`config.mk`:
```
export PLATFORM = sky130hd
export DESIGN_NAME = bikelight_multi_flat
export DESIGN_NICKNAME = d
export VERILOG_FILES = /design/src/rtl/bikelight_multi_pkg.sv /design/src/rtl/bikelight_multi_if.sv /design/src/rtl/bikelight_multi_btn_debounce.sv /design/src/rtl/bikelight_multi.sv /design/src/flat_wrapper.sv
export SDC_FILE = /design/constraint.sdc
export NUM_CORES = 1
export LEC_CHECK = 0
export CAP_MARGIN = 5
export CORE_ASPECT_RATIO = 1.75
export CORE_UTILIZATION = 45
export DETAILED_ROUTE_END_ITERATION = 8
export PLACE_DENSITY = 0.69
export SLEW_MARGIN = 30
export SYNTH_ARGS = -nofsm -noshare
export SYNTH_HDL_FRONTEND = slang
export SYNTH_SLANG_ARGS = --single-unit
```
`constraint.sdc`:
```
create_clock -name clk -period 3.1 [get_ports clk]
set_input_delay 0.465 -clock clk [delete_from_list [all_inputs] [get_ports clk]]
set_output_delay 0.465 -clock clk [all_outputs]
set_load 0.05 [all_outputs]
```
`src/rtl/bikelight_multi_pkg.sv`:
```
// rtl/bikelight_multi_pkg.sv - mode encodings and mode sequencing helper for the bike light
package bikelight_multi_pkg;

  localparam int MODE_W = 3;

  typedef enum logic [MODE_W-1:0] {
    MODE_OFF   = 3'd0,
    MODE_ON    = 3'd1,
    MODE_BLINK = 3'd2,
    MODE_CHASE = 3'd3,
    MODE_DIM   = 3'd4
  } mode_e;

  // Short-press successor; unreachable codes fall back to OFF.
  function automatic mode_e next_mode(input mode_e m);
    case (m)
      MODE_OFF:   return MODE_ON;
      MODE_ON:    return MODE_BLINK;
      MODE_BLINK: return MODE_CHASE;
      MODE_CHASE: return MODE_DIM;
      default:    return MODE_OFF;
    endcase
  endfunction

endpackage

```
`src/rtl/bikelight_multi_if.sv`:
```
// rtl/bikelight_multi_if.sv - button in, mode and LED drive out
interface bikelight_multi_if #(
  parameter int N_LED = 4
);
  import bikelight_multi_pkg::*;

  logic              btn;
  logic [MODE_W-1:0] mode;
  logic [N_LED-1:0]  led;

  modport master (output btn, input mode, input led);
  modport slave  (input btn, output mode, output led);
endinterface

```
`src/rtl/bikelight_multi_btn_debounce.sv`:
```
// rtl/bikelight_multi_btn_debounce.sv - synchroniser, debouncer and hold timer producing press pulses
module bikelight_multi_btn_debounce #(
  parameter int DEBOUNCE_CYC = 16,
  parameter int LONG_PRESS   = 64
) (
  input  logic clk,
  input  logic reset,
  input  logic btn,
  output logic short_press,
  output logic long_press
);

  localparam int DW = $clog2(DEBOUNCE_CYC + 1);
  localparam int HW = $clog2(LONG_PRESS + 1);
  localparam logic [DW-1:0] CNT_LAST = DW'(DEBOUNCE_CYC - 1);
  localparam logic [HW-1:0] HOLD_MAX = HW'(LONG_PRESS);
  localparam logic [HW-1:0] HOLD_PRE = HW'(LONG_PRESS - 1);

  logic          sync1, sync2, deb;
  logic [DW-1:0] cnt;
  logic [HW-1:0] hold;

  always_ff @(posedge clk or posedge reset) begin
    if (reset) begin
      sync1       <= 1'b0;
      sync2       <= 1'b0;
      deb         <= 1'b0;
      cnt         <= '0;
      hold        <= '0;
      short_press <= 1'b0;
      long_press  <= 1'b0;
    end else begin
      sync1       <= btn;
      sync2       <= sync1;
      short_press <= 1'b0;
      long_press  <= 1'b0;
      if (sync2 != deb) begin
        if (cnt == CNT_LAST) begin
          cnt <= '0;
          deb <= sync2;
          // Excluding hold==LONG_PRESS-1 keeps short and long exclusive when both land on one edge.
          if (!sync2 && (hold < HOLD_PRE)) short_press <= 1'b1;
        end else begin
          cnt <= cnt + 1'b1;
        end
      end else begin
        cnt <= '0;
      end
      if (!deb) begin
        hold <= '0;
      end else if (hold != HOLD_MAX) begin
        hold <= hold + 1'b1;
        if (hold == HOLD_PRE) long_press <= 1'b1;
      end
    end
  end

endmodule

```
`src/rtl/bikelight_multi.sv`:
```
// rtl/bikelight_multi.sv - five-mode bike light: mode FSM, blink/chase tick, free-running dim PWM
module bikelight_multi
  import bikelight_multi_pkg::*;
#(
  parameter int N_LED        = 4,
  parameter int DEBOUNCE_CYC = 16,
  parameter int LONG_PRESS   = 64,
  parameter int BLINK_HALF   = 8,
  parameter int PWM_BITS     = 3,
  parameter int DIM_DUTY     = 2
) (
  input logic clk,
  input logic reset,
  bikelight_multi_if.slave bus
);

  localparam int TW = $clog2(BLINK_HALF + 1);
  localparam logic [TW-1:0] TICK_LAST = TW'(BLINK_HALF - 1);
  localparam logic [31:0]   DUTY      = 32'(DIM_DUTY);

  logic                short_press, long_press;
  mode_e               mode_q, mode_d;
  logic [TW-1:0]       tick;
  logic                phase;
  logic [N_LED-1:0]    chase;
  logic [PWM_BITS-1:0] pwm_cnt;
  logic [N_LED-1:0]    led_q, led_d;
  logic                dim_on;

  bikelight_multi_btn_debounce #(
    .DEBOUNCE_CYC (DEBOUNCE_CYC),
    .LONG_PRESS   (LONG_PRESS)
  ) u_btn (
    .clk         (clk),
    .reset       (reset),
    .btn         (bus.btn),
    .short_press (short_press),
    .long_press  (long_press)
  );

  always_ff @(posedge clk or posedge reset) begin
    if (reset) mode_q <= MODE_OFF;
    else       mode_q <= mode_d;
  end

  always_comb begin
    mode_d = mode_q;
    if (mode_q > MODE_DIM)                        mode_d = MODE_OFF;
    else if (long_press && (mode_q != MODE_OFF))  mode_d = MODE_OFF;
    else if (short_press)                         mode_d = next_mode(mode_q);
  end

  // phase/chase advance together with tick so blink and chase share one step timer.
  always_ff @(posedge clk or posedge reset) begin
    if (reset) begin
      tick    <= '0;
      phase   <= 1'b0;
      chase   <= N_LED'(1);
      pwm_cnt <= '0;
      led_q   <= '0;
    end else begin
      pwm_cnt <= pwm_cnt + 1'b1;
      led_q   <= led_d;
      if (mode_d != mode_q) begin
        tick  <= '0;
        phase <= 1'b0;
        chase <= N_LED'(1);
      end else if (tick == TICK_LAST) begin
        tick  <= '0;
        phase <= ~phase;
        chase <= {chase[N_LED-2:0], chase[N_LED-1]};
      end else begin
        tick <= tick + 1'b1;
      end
    end
  end

  assign dim_on = ({{(32-PWM_BITS){1'b0}}, pwm_cnt} < DUTY);

  always_comb begin
    led_d = '0;
    case (mode_q)
      MODE_ON:    led_d = '1;
      MODE_BLINK: led_d = phase ? '0 : '1;
      MODE_CHASE: led_d = chase;
      MODE_DIM:   led_d = {N_LED{dim_on}};
      default:    led_d = '0;
    endcase
  end

  assign bus.mode = mode_q;
  assign bus.led  = led_q;

endmodule

```
`src/flat_wrapper.sv`:
```
// flat-port wrapper written by rule: the top's interface ports become plain ports
module bikelight_multi_flat import bikelight_multi_pkg::*;
#(
  parameter int N_LED        = 4,
  parameter int DEBOUNCE_CYC = 16,
  parameter int LONG_PRESS   = 64,
  parameter int BLINK_HALF   = 8,
  parameter int PWM_BITS     = 3,
  parameter int DIM_DUTY     = 2
)
  (clk, reset, bus_btn, bus_mode, bus_led);
  bikelight_multi_if #(.N_LED(N_LED)) bus_i ();
  input logic clk;
  input logic reset;
  input wire logic [$bits(bus_i.btn)-1:0] bus_btn;
  output wire logic [$bits(bus_i.mode)-1:0] bus_mode;
  output wire logic [$bits(bus_i.led)-1:0] bus_led;
  assign bus_i.btn = bus_btn;
  assign bus_mode = bus_i.mode;
  assign bus_led = bus_i.led;
  bikelight_multi #(.N_LED(N_LED), .DEBOUNCE_CYC(DEBOUNCE_CYC), .LONG_PRESS(LONG_PRESS), .BLINK_HALF(BLINK_HALF), .PWM_BITS(PWM_BITS), .DIM_DUTY(DIM_DUTY)) u_core (.clk(clk), .reset(reset), .bus(bus_i));
endmodule
```
Word-level counts from Yosys, hierarchy flattened

Index checks and enable logic that the tools add are counted.

Register bits after elaboration: 36
Logic and storage cells: 61

Add/subtract/negate cells: 4
$lt $le $gt $ge: 3
Equal/unequal tests: 11
Mux-type cells: 22
Bitwise gates (word level): 1
Reduce and logical (&&, ||, !) cells: 7

Operators by type and width:

| operator                                                   | count |
|---|---|
| 2-to-1 mux 4 bit                                           | 5 |
| one-hot mux 4 bit (4 select lines)                         | 1 |
| 2-to-1 mux 7 bit                                           | 2 |
| one-hot mux 3 bit (4 select lines)                         | 1 |
| 2-to-1 mux 5 bit                                           | 2 |
| 2-to-1 mux 3 bit                                           | 3 |
| 2-to-1 mux 1 bit                                           | 8 |
| adder 7 x 1 -> 7 bit, second input constant                | 1 |
| == test 7 x 6 -> 1 bit, second input constant              | 1 |
| less-than comparator 7 x 6 -> 1 bit, second input constant | 1 |
| inequality test 7 bit, second input constant               | 1 |
| == test 3 x 2 -> 1 bit, second input constant              | 2 |
| adder 5 x 1 -> 5 bit, second input constant                | 1 |
| == test 5 x 4 -> 1 bit, second input constant              | 1 |
| adder 4 x 1 -> 4 bit, second input constant                | 1 |
| == test 4 x 3 -> 1 bit, second input constant              | 1 |
| adder 3 x 1 -> 3 bit, second input constant                | 1 |
| == test 3 x 1 -> 1 bit, second input constant              | 1 |
| == test 3 bit, second input constant                       | 1 |
| > comparator 3 bit, second input constant                  | 1 |
| zero test 3 bit                                            | 1 |
| less-than comparator 3 x 2 -> 1 bit, second input constant | 1 |
| inequality test 3 bit                                      | 1 |
| nonzero test 3 bit                                         | 1 |
| other kinds (7)                                            | 8 |

Longest topological paths before layout

Word-level depth: 7
Gate-level depth with buffers: 4
Gate-level depth less buffers: 4

By module

From an unflattened synthesis, not the netlist that was laid out.

Cells, all modules: 140
Area, all modules: 1592.8 µm²

Modules (own cells, without submodules):

| module                       | times used | cells each | area an instance (µm²) |
|---|---|---|---|
| bikelight_multi              | 1          | 74         | 843.3 |
| bikelight_multi_btn_debounce | 1          | 66         | 749.5 |

Worst setup path before layout

No wires, ideal clock.

Path type: flip-flop to flip-flop
From: register u_core.mode_q[1], in the netlist u_core.bus.mode[1]
To: register u_core.led_q[0], in the netlist u_core.bus.led[0]
Arrival time: 1.403 ns
Data required time: 3.031 ns
Path slack: 1.628 ns
Stages on the path, launching flop included: 4
Clock period less this slack: 1.472 ns
Path through: dfrtp_1 > buf_4 > or4_4 > nand3_1

Cells in the longest elaborated chain, start to end: 2
Elaborated cells on any way between the ends: 5

Ends and longest elaborated chain:

| element                               | RTL line              | source |
|---|---|---|
| start, declared                       | bikelight_multi.sv:22 | `mode_e mode_q, mode_d;` |
| start signal, assigned                | bikelight_multi.sv:43 | `else mode_q <= mode_d;` |
| == test 3 bit (tied with other cells) | bikelight_multi.sv:82 | `case (mode_q)` |
| one-hot mux 4 bit (4 select lines) *  | bikelight_multi.sv:82 |  |
| named net u_core.led_d[0]             | bikelight_multi.sv:27 | `logic [N_LED-1:0] led_q, led_d;` |
| end signal, assigned                  | bikelight_multi.sv:63 | `led_q <= led_d;` |
| end, declared                         | bikelight_multi.sv:27 |  |

Mark *: on every way through the listed nets, which the timed path passes. The rest lies on a longest branch.
A chain may end at the register's enable or synchronous reset.

Worst setup path in the final report

From: register u_core.mode_q[0], in the netlist u_core.bus.mode[0]
To: output port bus_mode[0]

RTL lines:

| element       | RTL line           | source |
|---|---|---|
| end, declared | flat_wrapper.sv:16 | `output wire logic [$bits(bus_i.mode)-1:0] bus_mode;` |

No word-level cell between the ends.

==> metrics.log <==
INFO  metric drt_wl_total = ~2500 um
INFO  metric vias = slightly above 1k
INFO  metric cts-htree-levels = 2
INFO  metric die_area = approximately 3800 sq um
INFO  metric fin_ws = around 0.94 ns
INFO  metric post_layout_nonfiller_instances = just under 200
INFO  metric port_buffers = 9
INFO  metric postSynthAreaPerCell = ~11 sq um
INFO  metric floorplan.initialDensity = a little under half
INFO  metric numPlacedInstances = approximately 190
INFO  metric drv_slew = 0
INFO  metric cts.sinks = 36
INFO  metric hpwl = ~1800 um
INFO  metric clock_insertion_delay_worst_skew = ~0.28 ns
INFO  metric syn_to_final_growth = 13.02%
INFO  metric synth_top_area_share = between 50% and 60%
INFO  metric end_kind = output pin
INFO  metric post_drt_via_cell_ratio = between 5 and 6
INFO  metric placementRows = 28
INFO  metric fin_skew = about 0.002 ns
INFO  metric cap_viol_max_count = 0
INFO  metric drt-pass1-iter-count = 4
INFO  metric setup.worst_path.start_class = flip-flop
INFO  metric finish.net_count = between 150 and 200
INFO  metric worst-endpoint-required = 2.63 ns
INFO  metric cts.repair_timing.setup_buffer_count = 0
INFO  metric power_leakage = between 0.8 and 0.9 nW
INFO  metric overflow = 0
INFO  metric ys.flop_type = sky130_fd_sc_hd__dfrtp_1
INFO  metric gp_congestion = between 0.7 and 0.8
INFO  metric slowest_delay = 0.87 ns
INFO  metric commonest_cells_after_routing_fill_and_taps_aside = 35 x sky130_fd_sc_hd__dfrtp_1, 17 x sky130_fd_sc_hd__nor2_1, 13 x sky130_fd_sc_hd__nand2_1
INFO  metric synth_top_cells_by_area = sky130_fd_sc_hd__dfrtp_1 55%, sky130_fd_sc_hd__mux2i_1 4.4%, sky130_fd_sc_hd__xor2_1 4.4%, sky130_fd_sc_hd__nor2_1 4.0%, sky130_fd_sc_hd__ha_1 3.9%
INFO  metric crit_path_max_fanout = 11
INFO  metric timing.setup.tns = 0 ns
INFO  metric cpLargestDelayFamily = buffers and inverters
INFO  metric grt_max_degree = 37
INFO  metric first_pass_grt_wire_length = about 4400 um
INFO  metric die-height = approximately 81 um
INFO  metric yosysWarnings = 0
INFO  metric max-slew-margin-rel = 66.71%
INFO  metric arrival = approximately 1.7 ns
INFO  metric worst-slew-pin-transition = approximately 0.50 ns
INFO  metric drc_violations_left = 0
INFO  metric drive_above_1_share = about a tenth
INFO  metric outcome = complete, no violations
INFO  metric cp_slowest_cell = sky130_fd_sc_hd__clkdlybuf4s50_1
INFO  metric die_width = between 40 and 50 um
INFO  metric postSynthCellCount = 140
INFO  metric floorplan.core_area = approximately 3400 sq um
INFO  metric asr_flop_ratio_synth = between 90% and 100%
INFO  metric global_route.usage.total = 16.31%
INFO  metric synth_seq_area_share = between 50% and 60%
INFO  metric post_cts_hold_buffer_count = 0
INFO  metric worst_ir_drop_vdd = approximately 330 uV
INFO  metric antenna_cells = 0
INFO  metric synth.largest_area_cell = sky130_fd_sc_hd__dfrtp_1
INFO  metric crit_type = flip-flop to output pin
INFO  metric clockBufferDepth = 2
INFO  metric dpl_worst_slack = between 1 and 1.5 ns
INFO  metric cts-buffers-inserted = 5
INFO  metric final.fill_count = 315
INFO  metric gates_resized_cts_repair = 0
INFO  metric critical_path.n_buffers_inverters = 1
INFO  metric powerDensity = ~440 nW/um^2
INFO  metric synth_area = ~1600 sq um
INFO  metric clkTransAtPathRegs = roughly 0.060 ns
INFO  metric synth.lib_cells_used.distinct = 33
INFO  metric min-delay-path-class = flip-flop to flip-flop
INFO  metric synth-seq-cells = 36
INFO  metric via_count_of_the_first_global_routing_pass = ~1.0k
INFO  metric layout.cells.most_common = sky130_fd_sc_hd__dfrtp_1
INFO  metric grt_antenna_before_repair = 0
INFO  metric finalSetupViolCount = 0
INFO  metric clockRootBuffer = sky130_fd_sc_hd__clkbuf_8
INFO  metric finalCritPeriodShare = 69.73%
INFO  metric fmax = about 460 MHz
INFO  metric synth_enable_flop_cells = 0
INFO  metric critical_path.cell_chain = clkdlybuf4s50_1
INFO  metric design.portCount = 10
INFO  metric setup_repair_after_global_routing_missed_its_margin = false
INFO  metric hold_viol_final = 0
INFO  metric antenna_violating_nets_post_route = 0
INFO  metric drt-wirelength-per-cell = between 10 and 15 um
INFO  metric drt_iter0_drc = 14
INFO  metric syn-num-nets = approximately 150
INFO  metric cts_tree = yes
INFO  metric final_period_minus_worst_setup_slack = between 2 and 2.5 ns
cells by family (layout without fill, tap and decap cells):
logic type	Yosys count	count (layout)	synth area share, %
buffers and inverters	9	23	2.806
multiplexers	8	8	5.066
AND/OR/NAND/NOR	63	63	22.37
AO/OA/AOI/OAI	8	8	3.664
XOR/XNOR	11	11	6.002
adder cells (fa/ha/maj)	5	5	3.897
flip-flops	36	36	56.20
registers in the layout, indices dropped and copies added, names as in the netlist:
name / cells
u_core.bus.led: 4
u_core.bus.mode: 3
u_core.chase: 4
u_core.phase: 1
u_core.pwm_cnt: 3
u_core.tick: 4
u_core.u_btn.cnt: 5
u_core.u_btn.deb: 1
u_core.u_btn.hold: 7
u_core.u_btn.long_press: 1
u_core.u_btn.short_press: 1
u_core.u_btn.sync1: 1
u_core.u_btn.sync2: 1
power by group:
part	switching (mW)	internal [mW]	leakage, nW
logic	0.0120	0.00642	0.371
clock network	0.150	0.152	0.0410
registers	0.00336	0.474	0.484
total	0.165	0.633	0.896
area by class of cell:
cell class              instances  area, sq um  area share, %
clock buffers                   6        72.57          4.000
clock inverters                 1        5.005         0.2759
inverters                       6        22.52          1.241
multi-input cells              95        658.1          36.28
flip-flops and latches         36        902.1          49.72
well taps                      45        56.30          3.103
repair buffers                 10        97.59          5.379
cells in the mapped netlist (3+ instances only):
cell / n
sky130_fd_sc_hd__nand2_1: 13
sky130_fd_sc_hd__nand3_1: 9
sky130_fd_sc_hd__ha_1: 5
sky130_fd_sc_hd__nor2_1: 17
sky130_fd_sc_hd__nand2b_1: 3
sky130_fd_sc_hd__inv_1: 6
sky130_fd_sc_hd__mux2i_1: 7
sky130_fd_sc_hd__dfrtp_1: 35
sky130_fd_sc_hd__xor2_1: 8
sky130_fd_sc_hd__and2_1: 3
sky130_fd_sc_hd__xnor2_1: 3
sky130_fd_sc_hd__and3_1: 3
sky130_fd_sc_hd__a21oi_1: 3
routing by layer:
metal	share of wire (%)	track usage, %	wire, um	vias up
met1	41	17.15	1017	506
met2	54	28.33	1351	14
met5	0	0	0	-
met4	2.5	7.714	62	0
met3	2.8	4.667	71	6
li1	-	-	-	496
path summary, 6_finish.rpt:
check	slack [ns]	endpoint	from	cells past startpoint
worst max-delay path	0.94	bus_mode[0]	u_core.bus.mode[0]	1
max in group asynchronous	2.17	u_core.chase[0]	reset	3
min in group asynchronous	0.59	u_core.pwm_cnt[2]	reset	3
worst min register to register	0.35	u_core.u_btn.sync2	u_core.u_btn.sync1	0
worst min-delay path	0.35	u_core.u_btn.sync2	u_core.u_btn.sync1	0
worst max register to register	1.73	u_core.chase[3]	u_core.tick[0]	4
metrics by stage:
step | total power, mW | cell area, sq um | util [%] | hold WS, ns
after detailed placement | 0.5057 | 1737 | 51.10 | 0.3416
final | 0.7983 | 1814 | 53.39 | 0.3510
after global placement | 0.5040 | 1737 | 51.10 | 0.3344
after global routing | 0.8349 | 1814 | 53.39 | 0.3680
after floorplan | 0.4978 | 1605 | - | 0.3312
after CTS | 0.8127 | 1814 | 53.39 | 0.3566
(Power assumes the default switching activity.)
